`config.mk`:
```
export PLATFORM = sky130hd
export DESIGN_NAME = trap_ctrl
export DESIGN_NICKNAME = d
export VERILOG_FILES = /design/src/rtl/trap_ctrl.sv
export SDC_FILE = /design/constraint.sdc
export NUM_CORES = 1
export LEC_CHECK = 0
export ABC_AREA = 1
export CAP_MARGIN = 20
export CORE_ASPECT_RATIO = 0.7
export CORE_MARGIN = 5
export CORE_UTILIZATION = 35
export DETAILED_ROUTE_END_ITERATION = 7
export DONT_BUFFER_PORTS = 1
export GPL_TIMING_DRIVEN = 1
export HOLD_SLACK_MARGIN = 0.15
export PLACE_DENSITY = 0.57
export SLEW_MARGIN = 20
export SYNTH_ARGS = -nofsm -noshare
export SYNTH_HDL_FRONTEND = slang
export SYNTH_SLANG_ARGS = --single-unit
```
`constraint.sdc`:
```
create_clock -name clk -period 2.2 [get_ports clk]
set_input_delay 0.22 -clock clk [delete_from_list [all_inputs] [get_ports clk]]
set_output_delay 0.22 -clock clk [all_outputs]
set_load 0.01 [all_outputs]
```
`src/rtl/trap_ctrl.sv`:
```
// trap_ctrl: resolves exceptions, mret and the machine-timer interrupt into
// a single flush/redirect sequence. The sequence is ISSUE for one cycle, then
// HOLD for HOLD_CYCLES cycles while the pipeline refills.
module trap_ctrl #(
  parameter int unsigned HOLD_CYCLES = 2
) (
  input  logic        clk,
  input  logic        rst,
  input  logic        exc_valid,
  input  logic [31:0] exc_cause,
  input  logic [31:0] exc_pc,
  input  logic [31:0] exc_tval,
  input  logic        mret_req,
  input  logic        commit_valid,
  input  logic [31:0] commit_pc,
  input  logic        timer_interrupt,
  input  logic        mie_mtie,
  input  logic        mstatus_mie,
  input  logic [1:0]  priv_mode,
  input  logic [31:0] mtvec_in,
  input  logic [31:0] mepc_in,
  output logic        trap_enter,
  output logic [31:0] trap_cause,
  output logic [31:0] trap_pc,
  output logic [31:0] trap_val,
  output logic        mret_exec,
  output logic        flush,
  output logic        redirect_valid,
  output logic [31:0] redirect_pc,
  output logic        busy
);

  typedef enum logic [1:0] {
    ST_IDLE  = 2'd0,
    ST_ISSUE = 2'd1,
    ST_HOLD  = 2'd2
  } state_t;

  typedef enum logic [1:0] {
    KIND_NONE = 2'd0,
    KIND_EXC  = 2'd1,
    KIND_INT  = 2'd2,
    KIND_MRET = 2'd3
  } kind_t;

  localparam logic [31:0] TIMER_CAUSE = 32'h8000_0007;
  localparam logic [3:0]  HOLD_INIT   = (HOLD_CYCLES == 32'd0) ? 4'd0 : 4'(HOLD_CYCLES - 32'd1);

  state_t      state_r, state_s;
  kind_t       kind_r, kind_s;
  logic [3:0]  cnt_r, cnt_s;
  logic [31:0] cause_r, cause_s;
  logic [31:0] pc_r, pc_s;
  logic [31:0] val_r, val_s;
  logic        int_take_s;
  logic        issue_s;
  logic [31:0] base_s;
  logic [31:0] rpc_s;
  logic        unused_mepc_bits_s;

  // The interrupt is only taken when enabled and an instruction is available
  // to carry it; otherwise it simply stays pending on the level input.
  assign int_take_s = timer_interrupt & mie_mtie & (mstatus_mie | (priv_mode == 2'd0)) & commit_valid;
  assign unused_mepc_bits_s = |mepc_in[1:0];

  // State, counter, event kind and latched trap values.
  always_ff @(posedge clk) begin
    if (rst) begin
      state_r <= ST_IDLE;
      kind_r  <= KIND_NONE;
      cnt_r   <= 4'd0;
      cause_r <= 32'd0;
      pc_r    <= 32'd0;
      val_r   <= 32'd0;
    end else begin
      state_r <= state_s;
      kind_r  <= kind_s;
      cnt_r   <= cnt_s;
      cause_r <= cause_s;
      pc_r    <= pc_s;
      val_r   <= val_s;
    end
  end

  // Next-state logic; events are only looked at in IDLE, everything arriving
  // during ISSUE/HOLD belongs to instructions that are being flushed.
  always_comb begin
    state_s = state_r;
    kind_s  = kind_r;
    cnt_s   = cnt_r;
    cause_s = cause_r;
    pc_s    = pc_r;
    val_s   = val_r;
    case (state_r)
      ST_IDLE: begin
        if (exc_valid) begin
          state_s = ST_ISSUE;
          kind_s  = KIND_EXC;
          cause_s = exc_cause;
          pc_s    = exc_pc;
          val_s   = exc_tval;
        end else if (mret_req) begin
          state_s = ST_ISSUE;
          kind_s  = KIND_MRET;
        end else if (int_take_s) begin
          state_s = ST_ISSUE;
          kind_s  = KIND_INT;
          cause_s = TIMER_CAUSE;
          pc_s    = commit_pc;
          val_s   = 32'd0;
        end else begin
          state_s = ST_IDLE;
        end
      end
      ST_ISSUE: begin
        if (HOLD_CYCLES == 32'd0) begin
          state_s = ST_IDLE;
          cnt_s   = 4'd0;
        end else begin
          state_s = ST_HOLD;
          cnt_s   = HOLD_INIT;
        end
      end
      ST_HOLD: begin
        if (cnt_r == 4'd0) begin
          state_s = ST_IDLE;
        end else begin
          cnt_s = cnt_r - 4'd1;
        end
      end
      default: begin
        state_s = ST_IDLE;
        cnt_s   = 4'd0;
      end
    endcase
  end

  // Redirect target, using mtvec/mepc as presented during ISSUE. Vectored
  // mode offsets only interrupts; reserved modes 2/3 behave as direct.
  always_comb begin
    base_s = {mtvec_in[31:2], 2'b00};
    rpc_s  = 32'd0;
    if (issue_s) begin
      case (kind_r)
        KIND_MRET: rpc_s = {mepc_in[31:2], 2'b00};
        KIND_INT: begin
          if (mtvec_in[1:0] == 2'b01) begin
            rpc_s = base_s + {cause_r[29:0], 2'b00};
          end else begin
            rpc_s = base_s;
          end
        end
        KIND_EXC:  rpc_s = base_s;
        default:   rpc_s = 32'd0;
      endcase
    end else begin
      rpc_s = 32'd0;
    end
  end

  assign issue_s        = (state_r == ST_ISSUE);
  assign trap_enter     = issue_s & ((kind_r == KIND_EXC) | (kind_r == KIND_INT));
  assign mret_exec      = issue_s & (kind_r == KIND_MRET);
  assign flush          = issue_s;
  assign redirect_valid = issue_s;
  assign redirect_pc    = rpc_s;
  assign trap_cause     = cause_r;
  assign trap_pc        = pc_r;
  assign trap_val       = val_r;
  assign busy           = (state_r != ST_IDLE);

endmodule

```
Yosys cells after proc, flatten, opt, wreduce, memory -nomap -nowiden
Index checks and enable logic that the tools add are counted.
{ "classes": {"add_sub_neg": 2, "bitwise": 8, "eq_ne": 9, "n_reduce_logical": 9, "muxes": 22} }
{ "ops": {"columns": ["cell", "count"], "rows": [
  ["$mux 32", 11],
  ["$pmux 32 s3", 1],
  ["$add 32x32->32", 1],
  ["$pmux 4 s3", 1],
  ["$mux 2", 4],
  ["$eq 2x1->1 const B", 3],
  ["$eq 2x2->1 const B", 3],
  ["$ne 2x2->1 const B", 3],
  ["$pmux 2 s3", 1],
  ["$and 1x1->1", 5],
  ["$logic_not 2->1", 2],
  ["$logic_not 4->1", 1],
  ["$mux 4", 1],
  ["$reduce_and 2->1", 2],
  ["$reduce_bool 2->1", 2],
  ["$sub 4x1->4 const B", 1],
  ["$mux 1", 3],
  ["$reduce_and 3->1", 1],
  ["$reduce_bool 3->1", 1],
  ["$or 1x1->1", 2],
  ["$not 1->1", 1]
]} }
{ "totals": {"ff_bits": 104, "output_inout_bits": 133, "inputBits": 202, "elab_cells": 56} }

Depth between registers and ports, before layout
Gate-level depths: netlist of run 1.
{ "logic_depth": {"ltp_word": 8, "mapped_depth": 14, "mapped_depth_nobuf": 14} }

Least setup slack after synthesis of run 1
No wires, ideal clock.
{ "synth_path": {"path_type": "flip-flop to output port", "startpoint": "register cause_r[0] (netlist: trap_cause[0])", "endpoint": "output port redirect_pc[30]", "arrival_time_ns": 1.973, "stages_incl_launch_ff": 15, "required_ns": 1.980, "setup_slack_ns": 0.007, "path_buffers": 0, "cell_sequence": "dfxtp_1 > ha_1 > inv_1 > fa_1 > inv_1 > nand3_1 > nand3_1 > nand3_1 > nand3_2 > nand2_1 > nand2_1 > nand2_1 > nand3_1 > nand2_1 > a21oi_1"} }
{ "synth_between": {"elab_chain_len": 4} }
{ "synth_rtl": {"columns": ["item", "line_no", "text"], "rows": [
  ["from (decl)", "52", "logic [31:0] cause_r, cause_s;"],
  ["from (signal assigned)", "79", "cause_r <= cause_s;"],
  ["$add 32x32->32", "148", "rpc_s = base_s + {cause_r[29:0], 2'b00};"],
  ["$mux 32", "147", "if (mtvec_in[1:0] == 2'b01) begin"],
  ["$pmux 32 s3", "144", "case (kind_r)"],
  ["$mux 32", "143", "if (issue_s) begin"],
  ["to (decl)", "29", "output logic [31:0] redirect_pc,"]
]} }
Every way passes these cells.

Final worst setup path of run 1
{ "layout_path": {"startpoint": "register cause_r[10] (netlist: trap_cause[10])", "endpoint": "output port redirect_pc[26]"} }
Same word-level chain as after synthesis.

==> metrics, run 1 <==
synthesized area=7200 um^2; post-layout min period=2580 ps; CTS tree=yes; Area Growth Syn to Fin=47.7%; Internal=4.20 mW; routed length per instance=18.2 um; Least-Margin Pin Slew=775 ps; max incr delay on CP=340 ps; PwrDens=672 nW/um^2; CP bufs+invs=1; first-pass GRT wire length=45300 um; Switching Share=41.2%; CTS H-tree lvls=3; failing checks=setup timing; cell type of the slowest stage on the worst timing path=dfxtp_2; Tot Pwr=7.14 mW; maximum clock rate=388 MHz; VDD IR-drop max=467 uV; total CTS buffers=9; Root Driver=clkbuf_16; Area contributors post-synth=dfxtp_1 (29%), nand2_1 (22%), a21oi_1 (9.3%); IO buf count=0; Antenna diodes=0; #FFs+latches synth=104; post-route cell area=10600 um^2; final net count=1623; die height=130 um; leakage power=4.79 nW; DIE WIDTH=181 um; Antenna Nets Post-Route=0; cell depth of the worst setup path=12; Post-synth ARST share=0%; Sequential Power Share=34.7%; unrepaired setup endpoints after global routing=yes; placed cell area=7910 um^2; clock network fraction of design power=23.6%; RD Place Congestion=0.959; outcome=finished with violations; Post-route DRC=0; Vias/cell=5.25; final setup fails=26; Reg clk slew, reported paths=90 ps; DRT iter0 DRCs=934; Vias=8707; Post-Syn Area per Cell=5.99 um^2; Logic pwr share=41.7%; sequential share of the synthesized area=28.9%; final setup margin=-376 ps; fin util=53.1%; 1st-pass router iterations=5; library cells used by synthesis=36; clock sink total=104; worst hold-check path type=in -> reg; clk_lat worst skew=360 ps; Die Area=23600 um^2; post-synth top area cell=dfxtp_1; type of the worst setup path=reg -> out; fin crit share=117%; gr usage total=23.9%; crit-path cells=ha_4, nand2_1, nor2_1, nand2_1, nor2_1, nand2_2, nand3_1, nand2_1, nand3_2, nand2_1, a21oi_2, buf_4; startpoint types=register; std cell rows=43; Synth Warn #=0; Worst Reg2Reg Path Length in Cells=9; Max Slew Vio Count=0; crit path DAT=2360 ps; Worst Hold Depth=2; worst-case clock skew=9.19 ps; Max Cap Viol=0; Synth top area share=28.9%; ratio of cells with drive above 1 in the final layout=21.3%; CTS Buffer Depth=2; Required @ worst endpoint=1980 ps; vias in the first global route=8236; top cell family by delay on the critical path=simple AND/OR/NAND/NOR gates; Cells after Synth=1201; antenna violations before repair=1; slew margin rel.=48.3%; core area=20000 um^2; Most used DFF post-synth=dfxtp_1; Detailed Route WL=30100 um; I/O pins=335; final hold violation count=0; dpl hpwl=21400 um; Post-synth EDFFs=0; CP Max Fanout=4; Psw=2.94 mW; GRT Residual Overflow=0; Crit. End Element=output pin; CP most frequent cell=nand2_1; initial core utilization=36.0%; largest net degree at the start of global routing=63
-- stage by stage --
step / worst slack, ps / std cells / hold WS, ps / TNS, ps
floorplan: 7.08 / 1202 / 369 / 0
global placement: -111 / 1493 / 294 / -352
detailed placement: -140 / 1493 / 297 / -520
CTS: -321 / 1651 / 180 / -4690
global route: -488 / 1657 / 204 / -8440
finish: -376 / 1657 / 194 / -5210
-- kinds of logic (layout without fill, tap and decap cells) --
logic type	Yosys count	count (layout)	share of synthesized area, %
adder cells (fa/ha/maj)	39	39	6.89
AND/OR/NAND/NOR	563	563	31.3
XOR/XNOR	5	5	0.609
other	1	2	0.0521
buffers and inverters	220	405	11.9
flip-flops	104	104	28.9
AO/OA/AOI/OAI	269	269	20.4
-- area by class of cell --
type | count | area, um^2
Timing Repair Buffer | 224 | 2080
Clock buffer | 9 | 225
Sequential cell | 104 | 2110
Multi-Input combinational cell | 878 | 5160
Fill cell | 1888 | 9390
Tap cell | 270 | 338
Inverter | 165 | 624
Clock inverter | 7 | 86.3
-- worst reg2reg max path, stage by stage, from the launching register on --
cell,delay (ps)
dfxtp_1,360
inv_1,70
ha_1,240
inv_2,150
nor2_1,60
nand2_1,100
nand2_2,140
o21ai_0,190
a31oi_1,60
dlygate4sd3_1,560
-- sequential cells by signal, indices dropped and copies added (netlist names) --
name	count
trap_cause	32
trap_val	32
trap_pc	32
state_r	2
cnt_r	4
kind_r	2
-- power by group through the flow --
stage                     sequential (mW)  clock (mW)  combinational [mW]
after floorplan                      2.45           0                1.53
after CTS                            2.47        1.73                2.78
after global routing                 2.50        1.79                3.28
final                                2.48        1.69                2.98
after global placement               2.48           0                2.23
after detailed placement             2.48           0                2.26
-- Yosys cell counts, types with 3 or more instances --
| master | n |
|---|---|
| clkbuf_1 | 39 |
| nor2_2 | 3 |
| a21oi_1 | 133 |
| nand2_2 | 3 |
| dfxtp_1 | 104 |
| ha_1 | 38 |
| nand4_1 | 7 |
| a221oi_1 | 3 |
| o21bai_1 | 4 |
| o211ai_1 | 3 |
| xor2_1 | 5 |
| nand3_1 | 41 |
| o221ai_1 | 4 |
| nand3_2 | 6 |
| inv_1 | 161 |
| o21ai_1 | 7 |
| buf_2 | 13 |
| a31oi_1 | 40 |
| nor3_1 | 3 |
| nand2_1 | 429 |
| nor2_1 | 67 |
| buf_4 | 3 |
| inv_2 | 3 |
| o21ai_0 | 66 |
-- repair_timing --
item	4_1_cts	5_1_grt
hold buffers	133	0
setup endpoints to repair	27	28
gates resized for setup	140	75
pin swaps	44	53
endpoints found under the hold margin	100	0
buffers inserted	9	6
-- routing by layer --
metal | global-route usage [%] | up-vias | part of all wire [%]
li1 | - | 4212 | -
met1 | 31.7 | 4034 | 42
met2 | 40.1 | 417 | 47
met3 | 5.43 | 42 | 8.5
met4 | 5.69 | 2 | 1.7
met5 | 0 | - | 0.033
-- layout by cell type, fill, tap and decap left out, types with 5 or more instances in the layout --
cell type | synthesis | final
nand3_2 | 6 | 11
a21oi_1 | 133 | 112
nand2_2 | 3 | 38
clkbuf_16 | 0 | 9
a31oi_1 | 40 | 40
nand3_1 | 41 | 29
o21ai_0 | 66 | 62
ha_4 | 0 | 27
dlygate4sd3_1 | 0 | 131
ha_1 | 38 | 11
nand2_1 | 429 | 382
nand2_4 | 0 | 12
buf_6 | 0 | 5
nand3_4 | 0 | 7
a21oi_2 | 2 | 19
inv_1 | 161 | 156
dfxtp_2 | 0 | 17
nand4_1 | 7 | 7
buf_4 | 3 | 83
o21ai_1 | 7 | 7
nor2_4 | 0 | 7
nor2_2 | 3 | 19
dfxtp_1 | 104 | 85
nor2_1 | 67 | 44
inv_2 | 3 | 8
-- path summary, 6_finish.rpt --
check,from,to,slack [ps]
max,trap_cause[10]$_SDFFE_PP0P_,redirect_pc[26],-380
min,rst,trap_val[24]$_SDFFE_PP0P_,190
max reg2reg,state_r[0]$_SDFFE_PP0P_,trap_pc[31]$_SDFFE_PP0P_,150
min reg2reg,cnt_r[2]$_SDFFE_PP0P_,cnt_r[2]$_SDFFE_PP0P_,450
Note: power is estimated with default switching activity, not from simulation.
==> inputs of run 2 (changes only) <==
CTS_BUF_LIST = sky130_fd_sc_hd__clkbuf_8   (was unset)
PLACE_DENSITY = 0.59   (was 0.57)
clock period = 2.15 ns   (was 2.2 ns; I/O delays follow)
==> run 2 against run 1 <==
Net effect: the flow still finishes with violations (setup timing); first-iteration DRC count is 5.9% lower; non-clock buffer count is 50 higher; setup slack worse by 40 ps; utilization is 2.9 points higher; register-to-register slack better by 60 ps; die area stayed put; clock-buffer cell count stayed put; critical endpoint is now redirect_pc[18].
==> metrics, run 2 (synthesis gave the netlist of run 1 again) <==
cell type of the slowest stage on the worst timing path=dfxtp_2 (unchanged); Sequential Power Share=36.0% (was 34.7%); antenna violations before repair=1 (unchanged); most frequent cells in the layout=nand2_1 (374), dlygate4sd3_1 (166), inv_1 (152), a21oi_1 (104), buf_4 (88) (was nand2_1 (382), inv_1 (156), dlygate4sd3_1 (131), a21oi_1 (112), dfxtp_1 (85)); gr usage total=25.1% (was 23.9%); RD Place Congestion=0.951 (was 0.959); CTS Buffer Depth=2 (unchanged); dpl hpwl=21100 um (was 21400 um); FF-to-FF End=trap_cause[4]$_SDFFE_PP0P_ (was trap_pc[31]$_SDFFE_PP0P_); Vias/cell=5.27 (was 5.25); I/O pins=335 (unchanged); Logic pwr share=46.3% (was 41.7%); Psw=3.03 mW (was 2.94 mW); failing checks=setup timing (unchanged); Post-route DRC=0 (unchanged); top cell family by delay on the critical path=adder cells (was simple AND/OR/NAND/NOR gates); final hold violation count=0 (unchanged); Area Growth Syn to Fin=55.6% (was 47.7%); hold wc startpoint=mret_req (was rst); ratio of cells with drive above 1 in the final layout=23.7% (was 21.3%); total CTS buffers=9 (unchanged); Detailed Route WL=31700 um (was 30100 um); Max Slew Vio Count=0 (unchanged); Worst Hold Depth=4 (was 2); worst min-delay path endpoint=kind_r[0]$_SDFFE_PP0P_ (was trap_val[24]$_SDFFE_PP0P_); Antenna Nets Post-Route=0 (unchanged); unrepaired setup endpoints after global routing=yes (unchanged); Root Driver=clkbuf_8 (was clkbuf_16); final setup fails=28 (was 26); leakage power=5.01 nW (was 4.79 nW); outcome=finished with violations (unchanged); slew margin rel.=62.6% (was 48.3%); reg2reg start=state_r[1]$_SDFFE_PP0P_ (was state_r[0]$_SDFFE_PP0P_); setup slack, reg-to-reg=210 ps (was 150 ps); 1st-pass router iterations=6 (was 5); clock network fraction of design power=17.7% (was 23.6%); Max Cap Viol=0 (unchanged); Internal=4.04 mW (was 4.20 mW); fin crit share=119%; post-layout min period=2570 ps; Switching Share=42.9% (was 41.2%); Worst Reg2Reg Path Length in Cells=8 (was 9); commonest non-fill, non-tap cell in the layout=nand2_1 (unchanged); Least-Margin Pin Slew=561 ps (was 775 ps); DIE WIDTH=181 um (unchanged); CP bufs+invs=3 (was 1); crit path DAT=2350 ps (was 2360 ps); Required @ worst endpoint=1930 ps (was 1980 ps); placed cell area=8010 um^2 (was 7910 um^2); routed length per instance=18.6 um (was 18.2 um); CTS tree=yes (unchanged); Reg clk slew, reported paths=120 ps (was 90 ps); type of the worst setup path=reg -> out (unchanged); clock sink total=104 (unchanged); maximum clock rate=390 MHz; initial core utilization=36.0% (unchanged); die height=130 um (unchanged); Tot Pwr=7.07 mW (was 7.14 mW); CTS H-tree lvls=3 (unchanged); PwrDens=632 nW/um^2 (was 672 nW/um^2); Crit. End Element=output pin (unchanged); Die Area=23600 um^2 (unchanged); vias in the first global route=8792 (was 8236); clk_lat worst skew=400 ps (was 360 ps); VDD IR-drop max=420 uV (was 467 uV); CP Max Fanout=3 (was 4); first-pass GRT wire length=47600 um (was 45300 um); core area=20000 um^2 (unchanged); post-route cell area=11200 um^2 (was 10600 um^2); DRT iter0 DRCs=879 (was 934); GRT Residual Overflow=0 (unchanged); startpoint types=register (unchanged); std cell rows=43 (unchanged); final net count=1673 (was 1623); max incr delay on CP=380 ps (was 340 ps); crit-path cells=ha_4, inv_2, fa_2, inv_2, nand3_4, nand3_4, nand2_4, a21oi_2, nor2_2, nor2_1, o21ai_2, a21oi_2, buf_4 (was ha_4, nand2_1, nor2_1, nand2_1, nor2_1, nand2_2, nand3_1, nand2_1, nand3_2, nand2_1, a21oi_2, buf_4); final setup margin=-416 ps (was -376 ps); worst-case clock skew=13.0 ps (was 9.19 ps); IO buf count=0 (unchanged); worst hold-check path type=in -> reg (unchanged); largest net degree at the start of global routing=69 (was 63); Vias=9009 (was 8707)
[run 2: final cells by class]
type	instances	area, um^2
timing repair buffer	274	2600
inverter	165	624
clock inverter	7	66.3
antenna	2	5.00
tap	270	338
clock buffer	9	124
multi-input combinational	878	5330
sequential	104	2120
fill	1841	8810
[run 2: metrics by stage]
step	setup TNS [ps]	hold slack (ps)	cells	setup slack [ps]	utilization, %
floorplan	0	364	1202	3.22	-
global placement	-514	289	1504	-90.0	40.0
detailed placement	-925	292	1504	-152	40.0
CTS	-8440	150	1695	-433	53.2
global route	-12060	174	1707	-557	55.9
finish	-8590	162	1709	-416	56.0
[run 2: what timing repair did]
| item | CTS | global route |
|---|---|---|
| hold endpoints to repair | 104 | 1 |
| gates resized for setup | 166 | 110 |
| setup endpoints to repair | 28 | 46 |
| pin swaps | 62 | 68 |
| hold buffers | 167 | 1 |
| setup buffers | 9 | 12 |
[run 2: worst min-delay path, stage by stage]
cell,delay (ps)
nor2_1,20
nand2_1,80
o21ai_0,90
a21oi_1,120
[run 2: how the worst max path moves through the flow]
stage / start / end / slack, ps / cells past startpoint
floorplan: trap_cause[0]$_SDFFE_PP0P_ / redirect_pc[30] / 3 / 14
global route: trap_cause[0]$_SDFFE_PP0P_ / redirect_pc[18] / -560 / 14
finish: trap_cause[0]$_SDFFE_PP0P_ / redirect_pc[18] / -420 / 13
global placement: trap_cause[0]$_SDFFE_PP0P_ / redirect_pc[22] / -90 / 15
CTS: trap_cause[0]$_SDFFE_PP0P_ / redirect_pc[18] / -430 / 13
detailed placement: trap_cause[0]$_SDFFE_PP0P_ / redirect_pc[10] / -150 / 12
[run 2: per-layer routing]
| metal | part of all wire, % | vias to the layer above | global-route usage (%) |
|---|---|---|---|
| met5 | 0.022 | - | 0 |
| met4 | 3.0 | 2 | 8.47 |
| met3 | 8.2 | 73 | 6.97 |
| met2 | 48 | 406 | 42.0 |
| met1 | 41 | 4221 | 31.7 |
| li1 | - | 4307 | - |
[run 2: power groups by stage]
| stage | Sequential [mW] | Combinational, mW | Clock, mW |
|---|---|---|---|
| floorplan | 2.51 | 1.57 | 0 |
| global placement | 2.54 | 2.31 | 0 |
| detailed placement | 2.54 | 2.34 | 0 |
| CTS | 2.53 | 2.93 | 1.30 |
| global route | 2.57 | 3.58 | 1.37 |
| finish | 2.55 | 3.27 | 1.25 |
==> inputs of run 3 (changes only) <==
CORE_ASPECT_RATIO = 0.9   (was 0.7)
==> run 3 against run 2 <==
Net effect: the flow still finishes with violations (setup timing); non-clock buffer count is 41 lower; largest power group unchanged; highest routed layer is now met4; first-iteration DRC count is 27% lower; final area is 6.0% lower; global-route usage is 1.2 points lower; setup slack better by 45 ps; clock-buffer cell count stayed put; flip-flop and latch count stayed put; via count is 3.4% lower; clock skew hardly changed; register-to-register slack worse by 130 ps.
==> metrics, run 3 (synthesis gave the netlist of run 1 again) <==
most frequent cells in the layout=nand2_1 (394), inv_1 (156), dlygate4sd3_1 (142), a21oi_1 (118), dfxtp_1 (85) (was nand2_1 (374), dlygate4sd3_1 (166), inv_1 (152), a21oi_1 (104), buf_4 (88)); IO buf count=0 (unchanged); outcome=finished with violations (unchanged); Tot Pwr=7.02 mW (was 7.07 mW); Max Cap Viol=0 (unchanged); Post-Place Cells=1480 (was 1504); first-pass GRT wire length=45500 um (was 47600 um); Max Slew Vio Count=0 (unchanged); commonest non-fill, non-tap cell in the layout=nand2_1 (unchanged); GRT Residual Overflow=0 (unchanged); worst hold-check path type=in -> reg (unchanged); 1st-pass router iterations=5 (was 6); fin util=52.4% (was 56.0%); Least-Margin Pin Slew=539 ps (was 561 ps); Fillers=1939 (was 1841); ratio of cells with drive above 1 in the final layout=19.1% (was 23.7%); worst-case clock skew=13.2 ps (was 13.0 ps); CTS Buffer Depth=2 (unchanged); unrepaired setup endpoints after global routing=yes (unchanged); Crit. End Element=output pin (unchanged); multi-input logic area=5020 um^2 (was 5330 um^2); antenna violations before repair=2 (was 1); clk_lat worst skew=390 ps (was 400 ps); maximum clock rate=397 MHz (was 390 MHz); DRT iter0 DRCs=645 (was 879); final setup margin=-371 ps (was -416 ps); leakage power=4.74 nW (was 5.01 nW); failing checks=setup timing (unchanged); CP Max Fanout=4 (was 3); RD Place Congestion=0.939 (was 0.951); Die Area=23500 um^2 (was 23600 um^2); Reg clk slew, reported paths=110 ps (was 120 ps); final net count=1632 (was 1673); Root Driver=clkbuf_8 (unchanged); Detailed Route WL=30000 um (was 31700 um); Area Growth Syn to Fin=46.3% (was 55.6%); startpoint types=register (unchanged); largest net degree at the start of global routing=69 (unchanged); hold wc startpoint=rst (was mret_req); gr usage total=23.9% (was 25.1%); Vias/cell=5.26 (was 5.27); final setup fails=28 (unchanged); die height=146 um (was 130 um); Vias=8705 (was 9009); Post-route DRC=0 (unchanged); reg2reg start=state_r[1]$_SDFFE_PP0P_ (unchanged); core area=20100 um^2 (was 20000 um^2); I/O pins=335 (unchanged); std cell rows=49 (was 43); final hold violation count=0 (unchanged); Required @ worst endpoint=1930 ps (about the same); routed length per instance=18.1 um (was 18.6 um); VDD IR-drop max=410 uV (was 420 uV); fin crit share=117% (was 119%); Finished Layout Cells=1654 (was 1709); crit path DAT=2310 ps (was 2350 ps); slew margin rel.=64.1% (was 62.6%); crit path from=trap_cause[0]$_SDFFE_PP0P_ (unchanged); FF+latch area=2110 um^2 (was 2120 um^2); post-layout min period=2520 ps (was 2570 ps); type of the worst setup path=reg -> out (unchanged); dpl hpwl=20500 um (was 21100 um); DIE WIDTH=161 um (was 181 um); clock sink total=104 (unchanged); Antenna Nets Post-Route=0 (unchanged); total CTS buffers=9 (unchanged); CTS H-tree lvls=3 (unchanged); initial core utilization=35.8% (was 36.0%); vias in the first global route=8353 (was 8792); CTS tree=yes (unchanged); PwrDens=666 nW/um^2 (was 632 nW/um^2)
run 3: cell count changes in the layout (fill, tap and decap cells not counted), moves of 12 or more:
cell	before	now
buf_6	15	3
dlygate4sd3_1	166	142
nand2_4	20	7
nand2_1	374	394
a21oi_1	104	118
a21oi_2	28	16
run 3: worst max-delay path, cell delays in order (launching register included):
cell     delay (ps)
dfxtp_2         370
ha_4            140
inv_2            40
fa_2            350
inv_2           100
nand3_4          80
nand3_4         100
nand3_2         100
nand3_4         140
nand2_1          60
inv_1            50
o21ai_1          50
a21oi_1         140
nor2_1           50
buf_4           160
run 3: what timing repair did:
item	CTS	global route
hold buffers	144	0
setup endpoints to repair	28	42
gates resized for setup	106	77
gates cloned	0	2
pin swaps	30	33
hold endpoints to repair	100	0
setup buffers	4	5
run 3: layer usage:
metal / vias up / track usage, % / wire [um]
met3: 74 / 5.30 / 2340
met4: 0 / 9.21 / 1130
met2: 375 / 40.5 / 14500
met5: - / 0 / 0
met1: 4021 / 29.8 / 12100
li1: 4235 / - / -
run 3: cell type report:
class / instances / share of cell area [%]
clock inverters: 7 / 0.856
flip-flops and latches: 104 / 20.1
clock buffers: 9 / 1.18
diodes: 3 / 0.0713
repair buffers: 233 / 21.2
inverters: 165 / 5.95
multi-input cells: 878 / 47.6
well taps: 255 / 3.03
run 3: through the flow:
stage | worst slack (ps) | TNS (ps) | hold WS [ps] | area [um^2]
floorplan | 3.22 | 0 | 364 | 7210
global placement | -158 | -754 | 290 | 7920
detailed placement | -164 | -883 | 293 | 7920
CTS | -411 | -7990 | 243 | 10100
global route | -512 | -11680 | 281 | 10500
finish | -371 | -7860 | 276 | 10500
run 3: worst paths after layout:
path / end / slack, ps / cells past startpoint
hold / removal: trap_cause[1]$_SDFFE_PP0P_ / 280 / 4
setup / recovery: redirect_pc[14] / -370 / 14
hold reg to reg: cnt_r[2]$_SDFFE_PP0P_ / 440 / 1
setup reg to reg: trap_pc[3]$_SDFFE_PP0P_ / 80 / 10
run 3: power breakdown:
part	internal [mW]	switching (mW)	total, mW
registers	2.22	0.317	2.54
clock network	0.566	0.803	1.37
logic	1.31	1.80	3.11
total	4.10	2.92	7.02
